[config.mk]
export PLATFORM = sky130hd
export DESIGN_NAME = store_sequencer
export DESIGN_NICKNAME = d
export VERILOG_FILES = /design/src/rtl/store_sequencer.sv
export SDC_FILE = /design/constraint.sdc
export NUM_CORES = 1
export LEC_CHECK = 0
export ABC_AREA = 0
export CAP_MARGIN = 20
export CORE_UTILIZATION = 30
export CTS_BUF_LIST = sky130_fd_sc_hd__clkbuf_2
export CTS_CLUSTER_DIAMETER = 50
export DETAILED_ROUTE_END_ITERATION = 10
export SYNTH_ARGS = -nofsm -noshare
export SYNTH_HDL_FRONTEND = slang
export SYNTH_SLANG_ARGS = --single-unit
[constraint.sdc]
create_clock -name CLK -period 5 [get_ports CLK]
set_input_delay 1 -clock CLK [delete_from_list [all_inputs] [get_ports CLK]]
set_output_delay 1 -clock CLK [all_outputs]
set_load 0.005 [all_outputs]
[src/rtl/store_sequencer.sv]
// store_sequencer: writes BYTES bytes of a selected source register to
// consecutive memory addresses starting at nn, little-endian, using a
// three-phase (W0/W1/W2) write cycle per byte, then pulses done.
// Optional feature: define STORE_SEQUENCER_WAIT_EN to let WAIT stretch W1;
// when undefined WAIT is ignored and W1 always lasts one cycle.
module store_sequencer #(
  parameter int unsigned BYTES  = 2,
  parameter int unsigned REGS   = 4,
  parameter int unsigned ADDR_W = 16
) (
  input  logic                    CLK,
  input  logic                    RESET,
  input  logic                    start,
  input  logic [2:0]              reg_sel,
  input  logic [ADDR_W-1:0]       nn,
  input  logic [REGS*BYTES*8-1:0] reg_data,
  input  logic                    WAIT,
  output logic                    busy,
  output logic [ADDR_W-1:0]       addr,
  output logic [7:0]              dout,
  output logic                    w0,
  output logic                    w1,
  output logic                    w2,
  output logic                    wr,
  output logic                    done
);

  typedef enum logic [2:0] {IDLE, W0, W1, W2, DONE} state_t;

  state_t                state_q, state_d;
  logic [1:0]            idx_q, idx_d;
  logic [ADDR_W-1:0]     nn_q, nn_d;
  logic [BYTES*8-1:0]    data_q, data_d;
  logic [BYTES*8-1:0]    sel_data;
  logic [31:0]           data_pad;
  logic                  wait_hold;

`ifdef STORE_SEQUENCER_WAIT_EN
  assign wait_hold = WAIT;
`else
  logic unused_wait;
  assign unused_wait = WAIT;
  assign wait_hold   = 1'b0;
`endif

  // Source register mux; out-of-range selects read as zero.
  always_comb begin
    sel_data = '0;
    for (int unsigned k = 0; k < REGS; k++) begin
      if (32'(reg_sel) == k) sel_data = reg_data[k*BYTES*8 +: BYTES*8];
    end
  end

  // Byte lanes padded to 32 bits so the idx-based byte select is always in range.
  assign data_pad = 32'(data_q);

  // State and captured operands, asynchronously cleared.
  always_ff @(posedge CLK or posedge RESET) begin
    if (RESET) begin
      state_q <= IDLE;
      idx_q   <= '0;
      nn_q    <= '0;
      data_q  <= '0;
    end else begin
      state_q <= state_d;
      idx_q   <= idx_d;
      nn_q    <= nn_d;
      data_q  <= data_d;
    end
  end

  // Next-state logic and Moore outputs decoded from the current state.
  always_comb begin
    state_d = state_q;
    idx_d   = idx_q;
    nn_d    = nn_q;
    data_d  = data_q;
    busy    = 1'b0;
    w0      = 1'b0;
    w1      = 1'b0;
    w2      = 1'b0;
    wr      = 1'b0;
    done    = 1'b0;
    addr    = '0;
    dout    = '0;
    case (state_q)
      IDLE: begin
        if (start) begin
          nn_d    = nn;
          data_d  = sel_data;
          idx_d   = '0;
          state_d = W0;
        end
      end
      W0: begin
        busy    = 1'b1;
        w0      = 1'b1;
        addr    = nn_q + ADDR_W'(idx_q);
        dout    = data_pad[{idx_q, 3'b000} +: 8];
        state_d = W1;
      end
      W1: begin
        busy    = 1'b1;
        w1      = 1'b1;
        wr      = 1'b1;
        addr    = nn_q + ADDR_W'(idx_q);
        dout    = data_pad[{idx_q, 3'b000} +: 8];
        state_d = wait_hold ? W1 : W2;
      end
      W2: begin
        busy = 1'b1;
        w2   = 1'b1;
        wr   = 1'b1;
        addr = nn_q + ADDR_W'(idx_q);
        dout = data_pad[{idx_q, 3'b000} +: 8];
        if (32'(idx_q) + 32'd1 < BYTES) begin
          idx_d   = idx_q + 2'd1;
          state_d = W0;
        end else begin
          state_d = DONE;
        end
      end
      DONE: begin
        busy    = 1'b1;
        done    = 1'b1;
        state_d = IDLE;
      end
      default: state_d = IDLE;
    endcase
  end

endmodule

### Word level (Yosys, flattened, before mapping)

Index checks and enable logic that the tools add are counted.

| word-level totals | value |
|---|---|
| register bits | 37 |
| input port bits | 87 |
| output and inout bits | 30 |

| cells by class | value |
|---|---|
| equal/unequal tests | 9 |
| $add $sub $neg | 3 |
| shifts and indexed selects | 1 |
| reduce and logical (&&, ||, !) cells | 8 |
| order comparisons | 1 |
| muxes and demuxes | 18 |

Operators with widths:

| cell | count |
|---|---|
| $mux 16 | 5 |
| $shiftx 32x6->8 | 1 |
| $add 16x2->16 | 1 |
| $eq 3x2->1 const B | 4 |
| $pmux 3 s4 | 1 |
| $mux 8 | 1 |
| $eq 3x1->1 const B | 2 |
| $logic_not 3->1 | 2 |
| $mux 1 | 6 |
| $mux 3 | 2 |
| $mux 2 | 2 |
| $ne 2x2->1 const B | 2 |
| $pmux 2 s2 | 1 |
| $reduce_or 4->1 | 1 |
| $add 2x1->3 const B | 1 |
| $eq 3x3->1 const B | 1 |
| $lt 3x2->1 const B | 1 |
| $reduce_and 3->1 | 1 |
| $reduce_or 3->1 | 1 |
| $add 2x1->2 const B | 1 |
| $reduce_and 2->1 | 1 |
| $reduce_bool 2->1 | 1 |
| $reduce_or 2->1 | 1 |

### Depth between registers and ports, before layout

Gate-level depths: netlist of the first run.

| logic depth | value |
|---|---|
| depth after elaboration | 5 |
| depth in mapped cells | 6 |
| gate-level depth less buffers | 6 |

### Worst setup path before layout of the first run

Ideal clock, no wire load.

| timing path | value |
|---|---|
| path type | reg-to-output |
| start | reg idx_q[1] |
| end | out addr[15] |
| buffers on the path | 0 |
| cell stages (with the launch flop) | 6 |
| data arrival time | 1.709 ns |
| path slack | 2.291 ns |
| cells stage by stage | dfrtp_1 -> ha_1 -> a21oi_1 -> or3_4 -> or4_1 -> a21oi_1 |

| on the way | value |
|---|---|
| word-level cells in the longest chain between the ends | 2 |

RTL lines:

| element | RTL line | RTL |
|---|---|---|
| start: declaration | 31 | `logic [1:0] idx_q, idx_d;` |
| start signal: assignment | 66 | `idx_q <= idx_d;` |
| $add 16x2->16 | 98, 106, 114 |  |
| $mux 16 | n/a |  |
| end: declaration | 19 | `output logic [ADDR_W-1:0] addr,` |

No other way between the ends.

### Final worst setup path of the first run

| timing path | value |
|---|---|
| start | reg idx_q[0] |
| end | out addr[14] |

The elaborated chain is that of the path after synthesis.

==> results.sh, run 1 <==
export IMPL_status="complete, no violations"
export IMPL_cts_resized=0
export IMPL_hp_class="reg -> reg"
export IMPL_grt_pass1_wl_um=10600
export IMPL_cts_max_path_buffers=2
export IMPL_cts_setup_buffers=0
export IMPL_synth_cell_types=37
export IMPL_grt_pass1_vias=2227
export IMPL_peakVddDrop_mv=0.117
export IMPL_slowest_delay_ps=710
export IMPL_n_antenna_cell=0
export IMPL_row_count=31
export IMPL_antenna_found_initial=0
export IMPL_multiInputGateArea_mm2=0.00135
export IMPL_drv_slew=0
export IMPL_synth_top_cell_area_share_pct=39.2
export IMPL_crit_family="simple AND/OR/NAND/NOR gates"
export IMPL_synthTopCellsByCount="52 x nand2_1, 37 x dfrtp_1, 24 x nor2_1"
export IMPL_ctsHoldBuffers=0
export IMPL_yosys_area_top_type="dfrtp_1"
export IMPL_grt_max_degree=38
export IMPL_cp_start_kind="flop"
export IMPL_io_pins=117
export IMPL_comb_power_share_pct=55.7
export IMPL_syn_area_per_cell_um2=10.0
export IMPL_clock_skew_ps=8.34
export IMPL_arrival_ps=3050
export IMPL_synth_area_mm2=0.00236
export IMPL_synth_compound_area_share_pct=9.01
export IMPL_grt_setup_unrepaired="no"
export IMPL_vias_per_cell=4.72
export IMPL_dp_slack_ps=1360
export IMPL_cp_num_buf_inv=1
export IMPL_hold_viol_final=0
export IMPL_synth_mux_area_share_pct=19.1
export IMPL_crit_path_max_fanout=11
export IMPL_synth_seq_cells=37
export IMPL_ys_top_cells_by_area="dfrtp_1 39%, mux4_2 15%, nand2_1 8.3%"
export IMPL_drv_cap=0
export IMPL_dieArea_mm2=0.00823
export IMPL_finalPower_mw=1.63
export IMPL_gp_congestion=0.811
export IMPL_overflow=0
export IMPL_tightest_slew_ps=1000
export IMPL_register_area_um2=926
export IMPL_track_usage_pct=16.0
export IMPL_die_w_um=90.7
export IMPL_synth_edf_count=0
export IMPL_fillCellCount=731
export IMPL_met2WireLength_um=2860
export IMPL_wl_per_cell_um=14.1
export IMPL_slew_headroom_pct=32.8
export IMPL_cts_root_buf="clkbuf_2"
export IMPL_fin_crit_ps=4050
export IMPL_fmax_mhz=247
export IMPL_nNetsFinal=436
export IMPL_required_ps=4000
export IMPL_clk_pin_slew_worst_paths_ps=180
export IMPL_design_area_mm2=0.00365
export IMPL_core_mm2=0.00745
export IMPL_cts_buffers=5
export IMPL_synthSimpleGateAreaFrac_pct=21.8
export IMPL_ys_warn_count=0
export IMPL_yosysSeqAreaShare_pct=39.2
export IMPL_slowest_stage="dfrtp_1"
export IMPL_final_setup_tns_ps=0
export IMPL_drive_above_1_share_pct=9.28
export IMPL_tritoncts="yes"
export IMPL_area_growth_pct=54.7
export IMPL_path_cells="ha_1 > fa_1 > nand2_1 > or4_2 > a21oi_1 > clkdlybuf4s50_1"
export IMPL_drt_pass1_iterations=4
export IMPL_fin_crit_sh_pct=81.1
export IMPL_clockPowerShare_pct=7.8
export IMPL_synth_fa_ha_area_share_pct=2.44
export IMPL_hpwl_um=4810
export IMPL_dieHeight_um=90.7
export IMPL_drt_iter0_drc=60
export IMPL_synthXorXnorAreaFrac_pct=4.82
export IMPL_route_vias_total=2094
export IMPL_wl_um=6280
export IMPL_yosysMostFrequentCell="nand2_1"
export IMPL_synth_top_family_by_area="simple AND/OR/NAND/NOR gates"
export IMPL_highest_layer="met4"
export IMPL_clkSinkCount=37
export IMPL_power_density_mw_per_mm2=447
export IMPL_postRouteAntennaNets=0
export IMPL_htreeDepth=2
export IMPL_endpoint_kind="primary output"
export IMPL_ys_async_sr_fraction_pct=100
export IMPL_netlist_instances=235
export IMPL_clock_latency_ps=360
export IMPL_ys_dominant_reg_cell="dfrtp_1"
export IMPL_setup_viol=0
export IMPL_p_sw_share_pct=38.5
export IMPL_met1Wirelength_um=2680
export IMPL_ff2ff_setup_slack_ps=2740
export IMPL_final_util_pct=49.1
export IMPL_placed_cell_area_mm2=0.00359
export IMPL_power_switching_mw=0.628
export IMPL_syn_num_nets=326
export IMPL_initial_utilization_pct=31.7
export IMPL_timing_worst_setup_path_type="reg -> out"
export IMPL_internal_power_mw=1.00
export IMPL_worst_slack_ps=946
export IMPL_port_buffers=115
export IMPL_drc=0
export IMPL_pwr_share_seq_pct=36.5
export IMPL_leakagePower_nw=1.50
export IMPL_wl_met3_um=682
sequential cells by signal (all words and copies together), names as in the netlist:
| register | cells |
|---|---|
| state_q | 3 |
| idx_q | 2 |
| nn_q | 16 |
| data_q | 16 |
tightest hold or removal path, cell delays in order, from the launching register on:
cell	delay, ps
dfrtp_1	390
nand2_1	50
nand2_1	60
cells in the final DEF, fill, tap and decap left out, types with 2 or more instances in the layout:
| cell type | count |
|---|---|
| o31ai_1 | 2 |
| mux4_2 | 16 |
| mux2i_1 | 9 |
| ha_1 | 3 |
| xor2_1 | 5 |
| xnor2_1 | 8 |
| o21ai_0 | 3 |
| clkbuf_2 | 6 |
| a21oi_1 | 5 |
| nand4_1 | 4 |
| buf_4 | 3 |
| dfrtp_1 | 37 |
| nand3_1 | 4 |
| nor4_1 | 2 |
| nand2_1 | 52 |
| nor2b_1 | 3 |
| a22o_1 | 16 |
| nor2_1 | 24 |
| clkdlybuf4s50_1 | 115 |
| nor3_1 | 2 |
| and2_1 | 4 |
| inv_1 | 5 |
power groups by stage:
stage	Sequential, mW	Clock (mW)	Combinational [mW]
2_1_floorplan	0.529	0	0.526
3_3_place_gp	0.599	0	0.912
3_5_place_dp	0.602	0	0.922
4_1_cts	0.595	0.135	0.928
5_1_grt	0.621	0.150	1.02
6_report	0.596	0.127	0.910
path summary, 6_finish.rpt:
kind	start	depth (start not counted)	endpoint
worst max-delay path	idx_q[0]$_DFFE_PP0P_	6	addr[14]
worst min-delay path	nn_q[0]$_DFFE_PP0P_	2	nn_q[0]$_DFFE_PP0P_
worst max register to register	state_q[1]$_DFFE_PP0P_	5	data_q[2]$_DFFE_PP0P_
worst min register to register	nn_q[0]$_DFFE_PP0P_	2	nn_q[0]$_DFFE_PP0P_
max in group asynchronous	RESET	3	nn_q[7]$_DFFE_PP0P_
min in group asynchronous	RESET	3	nn_q[2]$_DFFE_PP0P_
metrics by stage:
step           hold WS (ps)  instances
2_1_floorplan           450        235
5_1_grt                 567        444
3_5_place_dp            492        436
4_1_cts                 534        443
6_report                524        444
3_3_place_gp            479        436
layout make-up:
cell class	count	area share, %
Timing Repair Buffer	119	32.9
Clock buffer	6	0.822
Sequential cell	37	25.3
Tap cell	99	3.39
Inverter	5	0.514
Clock inverter	1	0.103
Multi-Input combinational cell	177	37.0
kinds of logic after synthesis:
family	after synthesis
and+or+nand+nor	107
AOI/OAI and AO/OA	28
DFF	37
muxes	25
adders and majority gates	4
buffers and inverters	21
xor gates and xnor gates	13
routing by layer:
layer  vias up  GRT usage, %
li1       1052             -
met1       943          19.4
met2        93          25.9
met4         0          4.03
met5         -             0
met3         6          7.07
(Power assumes the default switching activity.)
==> run 2: changes to the inputs <==
==> constraint.sdc (replaced) <==
create_clock -name CLK -period 4.1 [get_ports CLK]
set_input_delay 0.82 -clock CLK [delete_from_list [all_inputs] [get_ports CLK]]
set_output_delay 0.82 -clock CLK [all_outputs]
set_load 0.005 [all_outputs]
==> results.sh, run 2 (synthesis gave the netlist of run 1 again) <==
export IMPL_port_buffers=115
export IMPL_clock_latency_ps=360
export IMPL_grt_setup_unrepaired="no"
export IMPL_ctsHoldBuffers=0
export IMPL_final_common_cell="clkdlybuf4s50_1"
export IMPL_route_vias_total=2145
export IMPL_timing_worst_setup_path_type="reg -> out"
export IMPL_vias_per_cell=4.80
export IMPL_area_growth_pct=54.8
export IMPL_drt_iter0_drc=60
export IMPL_cts_root_buf="clkbuf_2"
export IMPL_cp_start_kind="flop"
export IMPL_fin_crit_sh_pct=89.7
export IMPL_placed_cell_area_mm2=0.00361
export IMPL_cts_resized=0
export IMPL_leakagePower_nw=1.50
export IMPL_hpwl_um=4920
export IMPL_wl_um=6280
export IMPL_grt_pass1_wl_um=10400
export IMPL_critPathLaunch="idx_q[0]$_DFFE_PP0P_"
export IMPL_setup_viol=0
export IMPL_crit_end="addr[14]"
export IMPL_io_pins=117
export IMPL_tightest_slew_ps=714
export IMPL_crit_path_max_fanout=11
export IMPL_drive_above_1_share_pct=10.3
export IMPL_endpoint_kind="primary output"
export IMPL_ff2ff_setup_slack_ps=2100
export IMPL_status="complete, no violations"
export IMPL_final_cell_mix="115 x clkdlybuf4s50_1, 52 x nand2_1, 37 x dfrtp_1"
export IMPL_tritoncts="yes"
export IMPL_clkSinkCount=37
export IMPL_gp_congestion=0.806
export IMPL_reg2reg_from="state_q[1]$_DFFE_PP0P_"
export IMPL_fin_crit_ps=3680
export IMPL_final_setup_tns_ps=0
export IMPL_htreeDepth=2
export IMPL_fmax_mhz=272
export IMPL_antenna_found_initial=0
export IMPL_hp_class="reg -> reg"
export IMPL_nNetsFinal=438
export IMPL_grt_max_degree=38
export IMPL_n_antenna_cell=0
export IMPL_drv_cap=0
export IMPL_required_ps=3280
export IMPL_dieHeight_um=90.7
export IMPL_cts_buffers=5
export IMPL_cts_setup_buffers=0
export IMPL_dieArea_mm2=0.00823
export IMPL_peakVddDrop_mv=0.144
export IMPL_track_usage_pct=15.8
export IMPL_initial_utilization_pct=31.7
export IMPL_r2r_end="data_q[8]$_DFFE_PP0P_"
export IMPL_slew_headroom_pct=52.3
export IMPL_grt_pass1_vias=2185
export IMPL_design_area_mm2=0.00365
export IMPL_drc=0
export IMPL_rr_worst_depth=4
export IMPL_clk_pin_slew_worst_paths_ps=190
export IMPL_hold_viol_final=0
export IMPL_drt_pass1_iterations=4
export IMPL_core_mm2=0.00745
export IMPL_fillCellCount=738
export IMPL_drv_slew=0
export IMPL_wl_per_cell_um=14.0
export IMPL_postRouteAntennaNets=0
export IMPL_row_count=31
export IMPL_cts_max_path_buffers=2
export IMPL_top_regs="data_q: 16 flops, nn_q: 16 flops, state_q: 3 flops"
export IMPL_overflow=0
export IMPL_die_w_um=90.7
export IMPL_arrival_ps=2860
export IMPL_clock_skew_ps=18.0
export IMPL_power_density_mw_per_mm2=548
## run 2: changes by cell type in the layout (fill, tap and decap cells not counted), sizes merged
cell,change
clkinv,+1
buf,+2
## run 2: per-stage QoR
step / std cells / power (mW) / hold slack (ps) / util (%) / setup slack [ps]
finish: 447 / 2.00 / 507 / 49.1 / 422
global route: 447 / 2.19 / 552 / 49.1 / 238
CTS: 447 / 2.04 / 513 / 49.1 / 361
detailed placement: 439 / 1.87 / 470 / 48.5 / 865
global placement: 439 / 1.85 / 469 / 48.5 / 850
floorplan: 235 / 1.29 / 450 / - / 1570
## run 2: layout make-up
type                    instances  area, um^2  share of cell area, %
flip-flops and latches         37         926                   25.3
multi-input cells             177        1350                   36.9
clock inverters                 2        10.0                  0.274
inverters                       5        18.8                  0.514
repair buffers                121        1200                   32.7
clock buffers                   6        30.0                  0.822
well taps                      99         124                   3.39
## run 2: worst min-delay path by stage
stage	from	endpoint	cells past startpoint
after floorplan	nn_q[0]$_DFFE_PP0P_	nn_q[0]$_DFFE_PP0P_	2
after detailed placement	nn_q[0]$_DFFE_PP0P_	nn_q[0]$_DFFE_PP0P_	2
final	nn_q[0]$_DFFE_PP0P_	nn_q[0]$_DFFE_PP0P_	2
after CTS	nn_q[0]$_DFFE_PP0P_	nn_q[0]$_DFFE_PP0P_	2
after global routing	nn_q[0]$_DFFE_PP0P_	nn_q[0]$_DFFE_PP0P_	2
after global placement	nn_q[0]$_DFFE_PP0P_	nn_q[0]$_DFFE_PP0P_	2
## run 2: critical path, stage by stage (launching register included)
cell             delay, ps
dfrtp_1                370
buf_4                  210
ha_1                   230
fa_1                   250
nand2_1                110
or4_2                  650
a21oi_1                160
clkdlybuf4s50_1        520
## run 2: report_power, final
group          leakage [nW]  switching (mW)  total (mW)  internal (mW)
clock network        0.0327           0.117       0.160         0.0430
registers             0.471           0.180       0.706          0.527
logic                  1.00           0.472        1.14          0.664
total                  1.50           0.769        2.00           1.23
## run 2: layer usage
metal | track usage [%] | vias up | share of wire, % | routed length (um)
met2 | 25.2 | 86 | 46 | 2900
met3 | 6.57 | 2 | 10 | 642
met5 | 0 | - | 0 | 0
met4 | 4.84 | 0 | 0.40 | 25
li1 | - | 1056 | - | -
met1 | 19.3 | 1001 | 43 | 2710
==> run 3: changes to the inputs <==
--- a/config.mk
+++ b/config.mk
@@ -11,6 +11,8 @@
 export CTS_BUF_LIST = sky130_fd_sc_hd__clkbuf_2
 export CTS_CLUSTER_DIAMETER = 50
 export DETAILED_ROUTE_END_ITERATION = 10
+export GPL_TIMING_DRIVEN = 1
+export SETUP_SLACK_MARGIN = 0.15
 export SYNTH_ARGS = -nofsm -noshare
 export SYNTH_HDL_FRONTEND = slang
 export SYNTH_SLANG_ARGS = --single-unit
==> results of run 3 <==
Same layout as run 2: the final DEF is identical, and so are final timing and power.
